`src/rtl/feistel_round_engine_pkg.sv`:
```
`default_nettype none
// ============================================================================
// Module      : feistel_round_engine_pkg
// Description : Shared widths, defaults, state codes, S-box and rotate helpers
//               for the Feistel round engine and its f-function.
// Revision    : 1.0 - initial release
// ============================================================================
package feistel_round_engine_pkg;

    localparam int c_block_w = 64;
    localparam int c_half_w  = 32;
    localparam int c_key_w   = 64;

    localparam int c_nrounds_dflt = 16;
    localparam int c_key_rot_dflt = 3;
    localparam int c_f_rot_dflt   = 5;

    // Bit 0 is the MSB throughout the datapath.
    typedef logic [0:c_block_w-1] block_t;
    typedef logic [0:c_half_w-1]  half_t;
    typedef logic [0:c_key_w-1]   key_t;

    localparam logic [1:0] c_st_idle  = 2'd0;
    localparam logic [1:0] c_st_round = 2'd1;
    localparam logic [1:0] c_st_done  = 2'd2;

    function automatic logic [3:0] sbox4(input logic [3:0] n);
        logic [3:0] v;
        case (n)
            4'h0: v = 4'hC;
            4'h1: v = 4'h5;
            4'h2: v = 4'h6;
            4'h3: v = 4'hB;
            4'h4: v = 4'h9;
            4'h5: v = 4'h0;
            4'h6: v = 4'hA;
            4'h7: v = 4'hD;
            4'h8: v = 4'h3;
            4'h9: v = 4'hE;
            4'hA: v = 4'hF;
            4'hB: v = 4'h8;
            4'hC: v = 4'h4;
            4'hD: v = 4'h7;
            4'hE: v = 4'h1;
            default: v = 4'h2;
        endcase
        return v;
    endfunction

    function automatic half_t rotl32(input half_t x, input int k);
        int m;
        m = k % c_half_w;
        if (m == 0) return x;
        return (x << m) | (x >> (c_half_w - m));
    endfunction

    function automatic key_t rotl64(input key_t x, input int k);
        int m;
        m = k % c_key_w;
        if (m == 0) return x;
        return (x << m) | (x >> (c_key_w - m));
    endfunction

endpackage
`default_nettype wire

```
`src/rtl/feistel_round_engine_if.sv`:
```
`default_nettype none
// ============================================================================
// Module      : feistel_round_engine_if
// Description : Block-in / block-out handshake bundle of the Feistel engine.
// Revision    : 1.0 - initial release
// ============================================================================
interface feistel_round_engine_if;
    import feistel_round_engine_pkg::*;

    logic   start;
    logic   in_ready;
    block_t data_in;
    key_t   key_in;
    logic   busy;
    logic   out_valid;
    logic   out_ready;
    block_t data_out;

    modport master (
        output start,
        output data_in,
        output key_in,
        output out_ready,
        input  in_ready,
        input  busy,
        input  out_valid,
        input  data_out
    );

    modport slave (
        input  start,
        input  data_in,
        input  key_in,
        input  out_ready,
        output in_ready,
        output busy,
        output out_valid,
        output data_out
    );
endinterface
`default_nettype wire

```
`src/rtl/feistel_round_engine_f.sv`:
```
`default_nettype none
// ============================================================================
// Module      : feistel_f
// Description : Combinational round function f(R,K) = rotl32(SBOX(R ^ K), F_ROT).
// Revision    : 1.0 - initial release
// ============================================================================
module feistel_f
    import feistel_round_engine_pkg::*;
#(
    parameter int F_ROT = c_f_rot_dflt
) (
    input  half_t i_r,
    input  half_t i_k,
    output half_t o_f
);
    half_t w_t;
    half_t w_s;

    assign w_t = i_r ^ i_k;

    // Each nibble is substituted independently, so lane order is immaterial.
    for (genvar gi = 0; gi < c_half_w / 4; gi++) begin : g_sbox
        assign w_s[4*gi +: 4] = sbox4(w_t[4*gi +: 4]);
    end

    assign o_f = rotl32(w_s, F_ROT);
endmodule
`default_nettype wire

```
`src/rtl/feistel_round_engine.sv`:
```
`default_nettype none
// ============================================================================
// Module      : feistel_round_engine
// Description : Iterative Feistel core, one round per clock with rolling key.
// Revision    : 1.0 - initial release
// ============================================================================
module feistel_round_engine
    import feistel_round_engine_pkg::*;
#(
    parameter int NROUNDS = c_nrounds_dflt,
    parameter int KEY_ROT = c_key_rot_dflt,
    parameter int F_ROT   = c_f_rot_dflt
) (
    input  logic                   clk,
    input  logic                   rst,
    feistel_round_engine_if.slave  bus
);
    localparam int                 c_rnd_w    = $clog2(NROUNDS) + 1;
    localparam logic [c_rnd_w-1:0] c_rnd_last = c_rnd_w'(NROUNDS - 1);
    localparam logic [c_rnd_w-1:0] c_rnd_one  = c_rnd_w'(1);

    logic [1:0]         r_state;
    half_t              r_l;
    half_t              r_r;
    key_t               r_key;
    logic [c_rnd_w-1:0] r_rnd;
    block_t             r_data_out;

    half_t              w_f;
    half_t              w_r_next;

    feistel_f #(
        .F_ROT (F_ROT)
    ) u_f (
        .i_r (r_r),
        .i_k (r_key[0:c_half_w-1]),
        .o_f (w_f)
    );

    assign w_r_next = r_l ^ w_f;

    always_ff @(posedge clk) begin
        if (rst) begin
            r_state    <= c_st_idle;
            r_l        <= '0;
            r_r        <= '0;
            r_key      <= '0;
            r_rnd      <= '0;
            r_data_out <= '0;
        end else begin
            case (r_state)
                c_st_idle: begin
                    if (bus.start) begin
                        r_l     <= bus.data_in[0:c_half_w-1];
                        r_r     <= bus.data_in[c_half_w:c_block_w-1];
                        r_key   <= bus.key_in;
                        r_rnd   <= '0;
                        r_state <= c_st_round;
                    end
                end
                c_st_round: begin
                    r_l   <= r_r;
                    r_r   <= w_r_next;
                    r_key <= rotl64(r_key, KEY_ROT);
                    r_rnd <= r_rnd + c_rnd_one;
                    // Final halves are emitted swapped: {R_N, L_N}.
                    if (r_rnd == c_rnd_last) begin
                        r_data_out <= {w_r_next, r_r};
                        r_state    <= c_st_done;
                    end
                end
                c_st_done: begin
                    if (bus.out_ready) begin
                        r_state <= c_st_idle;
                    end
                end
                default: begin
                    r_state <= c_st_idle;
                end
            endcase
        end
    end

    assign bus.in_ready  = (r_state == c_st_idle);
    assign bus.busy      = (r_state == c_st_round);
    assign bus.out_valid = (r_state == c_st_done);
    assign bus.data_out  = r_data_out;
endmodule
`default_nettype wire
```
`src/flat_wrapper.sv`:
```
// flat-port wrapper written by rule: the top's interface ports become plain ports
module feistel_round_engine_flat import feistel_round_engine_pkg::*;
#(
    parameter int NROUNDS = c_nrounds_dflt,
    parameter int KEY_ROT = c_key_rot_dflt,
    parameter int F_ROT   = c_f_rot_dflt
)
  (clk, rst, bus_start, bus_data_in, bus_key_in, bus_out_ready, bus_in_ready, bus_busy, bus_out_valid, bus_data_out);
  feistel_round_engine_if bus_i ();
  input  logic clk;
  input  logic rst;
  input wire logic [$bits(bus_i.start)-1:0] bus_start;
  input wire logic [$bits(bus_i.data_in)-1:0] bus_data_in;
  input wire logic [$bits(bus_i.key_in)-1:0] bus_key_in;
  input wire logic [$bits(bus_i.out_ready)-1:0] bus_out_ready;
  output wire logic [$bits(bus_i.in_ready)-1:0] bus_in_ready;
  output wire logic [$bits(bus_i.busy)-1:0] bus_busy;
  output wire logic [$bits(bus_i.out_valid)-1:0] bus_out_valid;
  output wire logic [$bits(bus_i.data_out)-1:0] bus_data_out;
  assign bus_i.start = bus_start;
  assign bus_i.data_in = bus_data_in;
  assign bus_i.key_in = bus_key_in;
  assign bus_i.out_ready = bus_out_ready;
  assign bus_in_ready = bus_i.in_ready;
  assign bus_busy = bus_i.busy;
  assign bus_out_valid = bus_i.out_valid;
  assign bus_data_out = bus_i.data_out;
  feistel_round_engine #(.NROUNDS(NROUNDS), .KEY_ROT(KEY_ROT), .F_ROT(F_ROT)) u_core (.clk(clk), .rst(rst), .bus(bus_i));
endmodule
```
`config.mk`:
```
export PLATFORM = sky130hd
export DESIGN_NAME = feistel_round_engine_flat
export DESIGN_NICKNAME = d
export VERILOG_FILES = /design/src/rtl/feistel_round_engine_pkg.sv /design/src/rtl/feistel_round_engine_if.sv /design/src/rtl/feistel_round_engine_f.sv /design/src/rtl/feistel_round_engine.sv /design/src/flat_wrapper.sv
export SDC_FILE = /design/constraint.sdc
export NUM_CORES = 1
export LEC_CHECK = 0
export CAP_MARGIN = 20
export CORE_MARGIN = 5
export CORE_UTILIZATION = 40
export CTS_BUF_LIST = sky130_fd_sc_hd__clkbuf_2 sky130_fd_sc_hd__clkbuf_4 sky130_fd_sc_hd__clkbuf_8
export CTS_CLUSTER_SIZE = 10
export DETAILED_ROUTE_END_ITERATION = 10
export REMOVE_ABC_BUFFERS = 1
export SYNTH_ARGS = -nofsm -noshare
export SYNTH_HDL_FRONTEND = slang
export SYNTH_SLANG_ARGS = --single-unit
export TNS_END_PERCENT = 50
```
`constraint.sdc`:
```
create_clock -name clk -period 4.7 [get_ports clk]
set_input_delay 1.41 -clock clk [delete_from_list [all_inputs] [get_ports clk]]
set_output_delay 1.41 -clock clk [all_outputs]
set_load 0.02 [all_outputs]
```
=== Yosys cells after proc, flatten, opt, wreduce, memory -nomap -nowiden ===
Memories as Yosys holds them, arrays and structs flattened.
Cells that the tools add are included.

* $add $sub $neg: 1
* Equality and inequality tests: 6
* Multiplexer cells: 12
* Bitwise gates (word level): 4
* Reduce and logical (&&, ||, !) cells: 5

{| class="wikitable"
|+ Operators by type and width
! cell !! count
|-
| $pmux W32 S2 || 2
|-
| $pmux W64 S2 || 1
|-
| $mux W32 || 2
|-
| $mux W64 || 1
|-
| $or A64 B3 Y64 || 1
|-
| $xor A32 B32 Y32 || 2
|-
| $or A32 B5 Y32 || 1
|-
| $pmux W5 S2 || 1
|-
| $mux W2 || 3
|-
| $pmux W2 S3 || 1
|-
| $add A5 B1 Y5 const B || 1
|-
| $eq A5 B4 Y1 const B || 1
|-
| $mux W5 || 1
|-
| $ne A2 B2 Y1 const B || 2
|-
| $reduce_and A2 Y1 || 2
|-
| $reduce_and A3 Y1 || 1
|-
| $eq A2 B1 Y1 const B || 1
|-
| $eq A2 B2 Y1 const B || 1
|-
| $logic_not A2 Y1 || 1
|-
| $ne A2 B1 Y1 const B || 1
|-
| $reduce_bool A2 Y1 || 1
|}

* Register bits after elaboration: 199
* ROM bits: 512
* Input port bits: 132
* Memories kept: 8

{| class="wikitable"
|+ Memories
! name !! depth !! bits a word !! read ports !! clocked after memory_dff !! wr ports !! RTL line !! source
|-
| (name not given) || 16 || 4 || 1 || 0 || 0 || feistel_round_engine_pkg.sv:29 || <nowiki>case (n)</nowiki>
|-
| (name not given) || 16 || 4 || 1 || 0 || 0 || feistel_round_engine_pkg.sv:29 ||
|-
| (name not given) || 16 || 4 || 1 || 0 || 0 || feistel_round_engine_pkg.sv:29 ||
|-
| (name not given) || 16 || 4 || 1 || 0 || 0 || feistel_round_engine_pkg.sv:29 ||
|-
| (name not given) || 16 || 4 || 1 || 0 || 0 || feistel_round_engine_pkg.sv:29 ||
|-
| (name not given) || 16 || 4 || 1 || 0 || 0 || feistel_round_engine_pkg.sv:29 ||
|-
| +2 memories || n/a || n/a || n/a || n/a || n/a || n/a ||
|}

=== Depth between registers and ports, before layout ===
An unclocked memory read counts as a cell.

* Depth in word-level cells: 5
* Gate-level depth with buffers: 8
* Gate-level depth less buffers: 8

=== Modules after synthesis ===
Synthesis repeated with hierarchy kept, for this count alone.

* Cell total of the unflattened synthesis: 1194
* Area, all modules: 10138.5 um2

{| class="wikitable"
|+ By module, submodules not included
! module !! times used !! cells an instance !! area an instance (um2)
|-
| feistel_round_engine || 1 || 1032 || 8600.7
|-
| feistel_f || 1 || 162 || 1537.7
|}

=== Least setup slack after synthesis ===
Ideal clock, no wire load.

* Path kind: input to register
* Start point: input port bus_start
* End point: register u_core.r_key[21]
* Library setup time: 0.058 ns
* Arrival: 2.641 ns
* Slack: 2.000 ns
* Stages: 7
* Buffers on the path: 4
* Cell sequence: buf_2 nor2_1 nor2_1 buf_2 clkbuf_1 clkbuf_1 o221a_2

* Word-level cells in the longest chain between the ends: 2

{| class="wikitable"
|+ Ends and longest elaborated chain
! item !! RTL line !! source
|-
| from (decl) || flat_wrapper.sv:12 || <nowiki>input wire logic [$bits(bus_i.start)-1:0] bus_start;</nowiki>
|-
| $ne A2 B2 Y1 (no source line) || n/a ||
|-
| $reduce_and A2 Y1 (no source line) || n/a ||
|-
| to (signal assigned) || feistel_round_engine.sv:56 || <nowiki>r_key <= bus.key_in;</nowiki>
|-
| to (signal assigned) || feistel_round_engine.sv:64 || <nowiki>r_key <= rotl64(r_key, KEY_ROT);</nowiki>
|-
| to (decl) || feistel_round_engine.sv:25 || <nowiki>key_t r_key;</nowiki>
|}

No other way between the ends.
A chain may end at the register's enable or synchronous reset.

=== Final worst setup path ===
* Start point: register u_core.r_state[1]
* End point: output port bus_out_valid

* Word-level cells in the longest chain between the ends: 1

{| class="wikitable"
|+ Ends and longest elaborated chain
! item !! RTL line !! source
|-
| from (decl) || feistel_round_engine.sv:22 || <nowiki>logic [1:0] r_state;</nowiki>
|-
| from (signal assigned) || feistel_round_engine.sv:44 || <nowiki>r_state <= c_st_idle;</nowiki>
|-
| from (signal assigned) || feistel_round_engine.sv:58 || <nowiki>r_state <= c_st_round;</nowiki>
|-
| from (signal assigned) || feistel_round_engine.sv:69 || <nowiki>r_state <= c_st_done;</nowiki>
|-
| $eq A2 B2 Y1 || feistel_round_engine.sv:86 || <nowiki>assign bus.out_valid = (r_state == c_st_done);</nowiki>
|-
| to (decl) || flat_wrapper.sv:18 || <nowiki>output wire logic [$bits(bus_i.out_valid)-1:0] bus_out_valid;</nowiki>
|}

No other way between the ends.

==> results.py <==
metrics = {
    "floorplanning": {
        "initial_core_util_pct": 40.3,
        "die_area_um2": 29300,
        "die_x_um": 171,
        "core_um2": 25800,
        "die_h_um": 171,
        "num_rows": 59,
        "ioPinCount": 199,
    },
    "route": {
        "viasPerCell": 5.38,
        "drtIter0Drc": 562,
        "vias": 9073,
        "firstDrtPassIters": 5,
        "routed_wl_um": 30500,
        "ant_nets": 0,
        "drc": 0,
        "wire_per_inst_um": 18.1,
    },
    "grt": {
        "grt_usage_pct": 20.1,
        "grt_pass1_vias": 8652,
        "grt_pass1_wl_um": 47600,
        "grt_max_degree": 92,
        "antenna_found_initial": 1,
        "grt_overflow": 0,
    },
    "placement": {
        "dp_hpwl_um": 19500,
        "placed_cell_area_um2": 12500,
        "place_inst": 1656,
        "finalWeightedCongestion": 0.826,
        "io_buffer_count": 198,
    },
    "worst_hold_path": {
        "holdCritPathClass": "reg -> reg",
        "holdCritStartpoint": "u_core.bus.data_out[10]$_SDFFE_PP0P_",
    },
    "sta": {
        "fmax_ghz": 0.284,
        "maxSlewHeadroom_pct": 31.1,
        "fin_crit_ns": 3.52,
        "rsz0062_at_grt": "false",
        "drv_slew": 0,
        "worst_pin_slew_ns": 1.03,
        "finalHoldViolCount": 0,
        "report.final.setup_viol": 0,
        "skew_ns": 0.0224,
        "fin_crit_sh_pct": 74.8,
    },
    "setup_path": {
        "worstPathMaxFanout": 50,
        "critPathRequiredTime_ns": 3.29,
        "critPathKind": "reg -> out",
        "worstReg2RegStart": "u_core.r_state[0]$_SDFFE_PP0P_",
        "startpoint": "u_core.r_state[1]$_SDFFE_PP0P_",
        "crit_arrival_ns": 2.11,
        "end_kind": "output port",
        "crit_path_start_kind": "flop",
    },
    "clock_tree": {
        "cts_tree": "done",
        "clockBufferDepth": 2,
        "post_cts_buffers": 0,
        "h-tree-depth": 4,
        "clkLatencyLatePin_ns": 0.48,
        "postCtsHoldBufs": 0,
        "cts_num_sinks": 199,
        "cts_resized": 0,
        "cts_root_buffer": "clkbuf_8",
        "numCtsBuffers": 17,
        "clk_pin_slew_ns": 0.11,
    },
    "logic_synthesis": {
        "seq_area_frac_synth_pct": 38.3,
        "syn_area_per_cell_um2": 8.56,
        "syn-cell-area_um2": 10400,
        "synth_edf_count": 0,
        "synth-seq-cells": 199,
        "netlist_instances": 1215,
        "yosys.cell_types.count": 41,
        "async_flop_share_pct": 0,
        "synth_ff_type": "dfxtp_1",
        "yosysWarnings": 0,
    },
    "finish": {
        "stdcell_area_um2": 12900,
        "area_delta_synth_final_pct": 23.9,
        "final_cells": 1687,
        "antennaDiodeCount": 0,
        "nets": 1498,
        "num-fill-cells": 2543,
        "final_layout_size_suffix_gt1_share_pct": 12.7,
    },
    "run": {
        "cap_violations": 0,
    },
    "pwr": {
        "peakVddDrop_mv": 0.159,
        "power.leakage_nw": 5.03,
        "power_density_nw_per_um2": 345,
    },
    "outcome": {
        "status": "complete, no violations",
    },
}
layer usage:
| layer | up-vias | GRT usage [%] | share of wire, % |
|---|---|---|---|
| li1 | 4519 | - | - |
| met1 | 4336 | 28.4 | 48 |
| met2 | 199 | 33.0 | 46 |
| met3 | 17 | 3.59 | 4.8 |
| met4 | 2 | 3.13 | 0.66 |
| met5 | - | 0 | 0.036 |
worst max-delay path: stages (launching register included):
cell and delay (ns):
dfxtp_4 0.76, nor2b_1 0.25, clkdlybuf4s50_1 0.63
flip-flops by register name (all words and copies together) (netlist names):
register,count
u_core.r_r,32
u_core.r_rnd,5
u_core.r_state,2
u_core.bus.data_out,64
u_core.r_key,64
u_core.r_l,32
logic make-up after synthesis:
family,count (synthesis),share of synthesized area [%]
simple gates,379,16.9
compound gates,351,23.8
flops,199,38.3
buf+inv,153,5.59
xor+xnor,67,6.40
mux,40,5.86
fa+ha+maj,26,3.13
worst paths after layout:
path	slack, ns	cells past startpoint	to
setup / recovery	1.18	2	bus_out_valid
hold / removal	0.46	2	u_core.bus.data_out[10]$_SDFFE_PP0P_
setup reg to reg	1.74	7	u_core.r_rnd[2]$_SDFFE_PP0P_
hold reg to reg	0.46	2	u_core.bus.data_out[10]$_SDFFE_PP0P_
where the power goes:
part           switching [mW]  internal [mW]  total (mW)
Clock                   0.683          0.411        1.09
Combinational           0.705          0.681        1.39
Sequential              0.153           1.82        1.97
per-stage QoR:
step | setup TNS, ns | utilization (%) | hold slack (ns) | setup WS [ns] | power, mW
final | 0 | 49.9 | 0.459 | 1.18 | 4.45
after global routing | 0 | 49.9 | 0.479 | 1.05 | 4.71
after CTS | 0 | 49.9 | 0.462 | 1.15 | 4.48
after detailed placement | 0 | 48.5 | 0.447 | 1.67 | 3.39
after global placement | 0 | 48.5 | 0.442 | 1.68 | 3.37
after floorplan | -531.87 | - | 0.454 | -3.37 | 2.98
cells in the final DEF (no fill, tap or decap), types with 3 or more instances in the layout:
master,n
a211oi_1,3
a21oi_1,166
a221oi_1,5
a311oi_1,10
a31oi_1,16
and4_1,16
buf_4,14
clkbuf_8,19
clkdlybuf4s50_1,196
clkinv_4,5
dfxtp_1,197
ha_1,26
inv_1,47
mux2i_1,23
mux4_1,5
mux4_2,10
nand2_1,117
nand2b_1,3
nand3_1,4
nor2_1,136
nor2b_1,87
nor3_1,7
o211ai_1,3
o21ai_0,45
o221a_2,96
xnor2_1,30
xnor2_2,4
xor2_1,28
xor2_2,4
cell usage after synthesis (2+ instances only):
cell | count | area [um2]
dfxtp_1 | 199 | 3980
a21oi_1 | 166 | 831
nor2_1 | 137 | 514
nand2_1 | 118 | 443
o221a_2 | 96 | 1080
clkbuf_1 | 95 | 357
nor2b_1 | 87 | 544
inv_1 | 48 | 180
o21ai_0 | 45 | 225
xnor2_1 | 30 | 263
xor2_1 | 28 | 245
ha_1 | 26 | 325
mux2i_1 | 23 | 230
a31oi_1 | 16 | 100
and4_1 | 16 | 140
a311oi_1 | 10 | 87.6
mux4_2 | 10 | 225
nor3_1 | 7 | 35.0
buf_1 | 6 | 22.5
a221oi_1 | 5 | 43.8
mux4_1 | 5 | 131
nand2b_1 | 4 | 25.0
nand3_1 | 4 | 20.0
xnor2_2 | 4 | 65.1
xor2_2 | 4 | 65.1
a211oi_1 | 3 | 22.5
buf_2 | 3 | 15.0
o211ai_1 | 3 | 22.5
a22oi_1 | 2 | 15.0
and2b_1 | 2 | 15.0
mux2_2 | 2 | 22.5
o221ai_1 | 2 | 17.5
cell type report:
type                            instances  area (um2)  share of cell area (%)
Tap cell                              335         419                    3.25
Inverter                               48         183                    1.42
Multi-Input combinational cell        863        5850                    45.4
Clock inverter                         12         115                   0.893
Sequential cell                       199        3990                    31.0
Clock buffer                           19         262                    2.03
Timing Repair Buffer                  211        2070                    16.1
No activity file was read; power rests on OpenSTA's default activity.
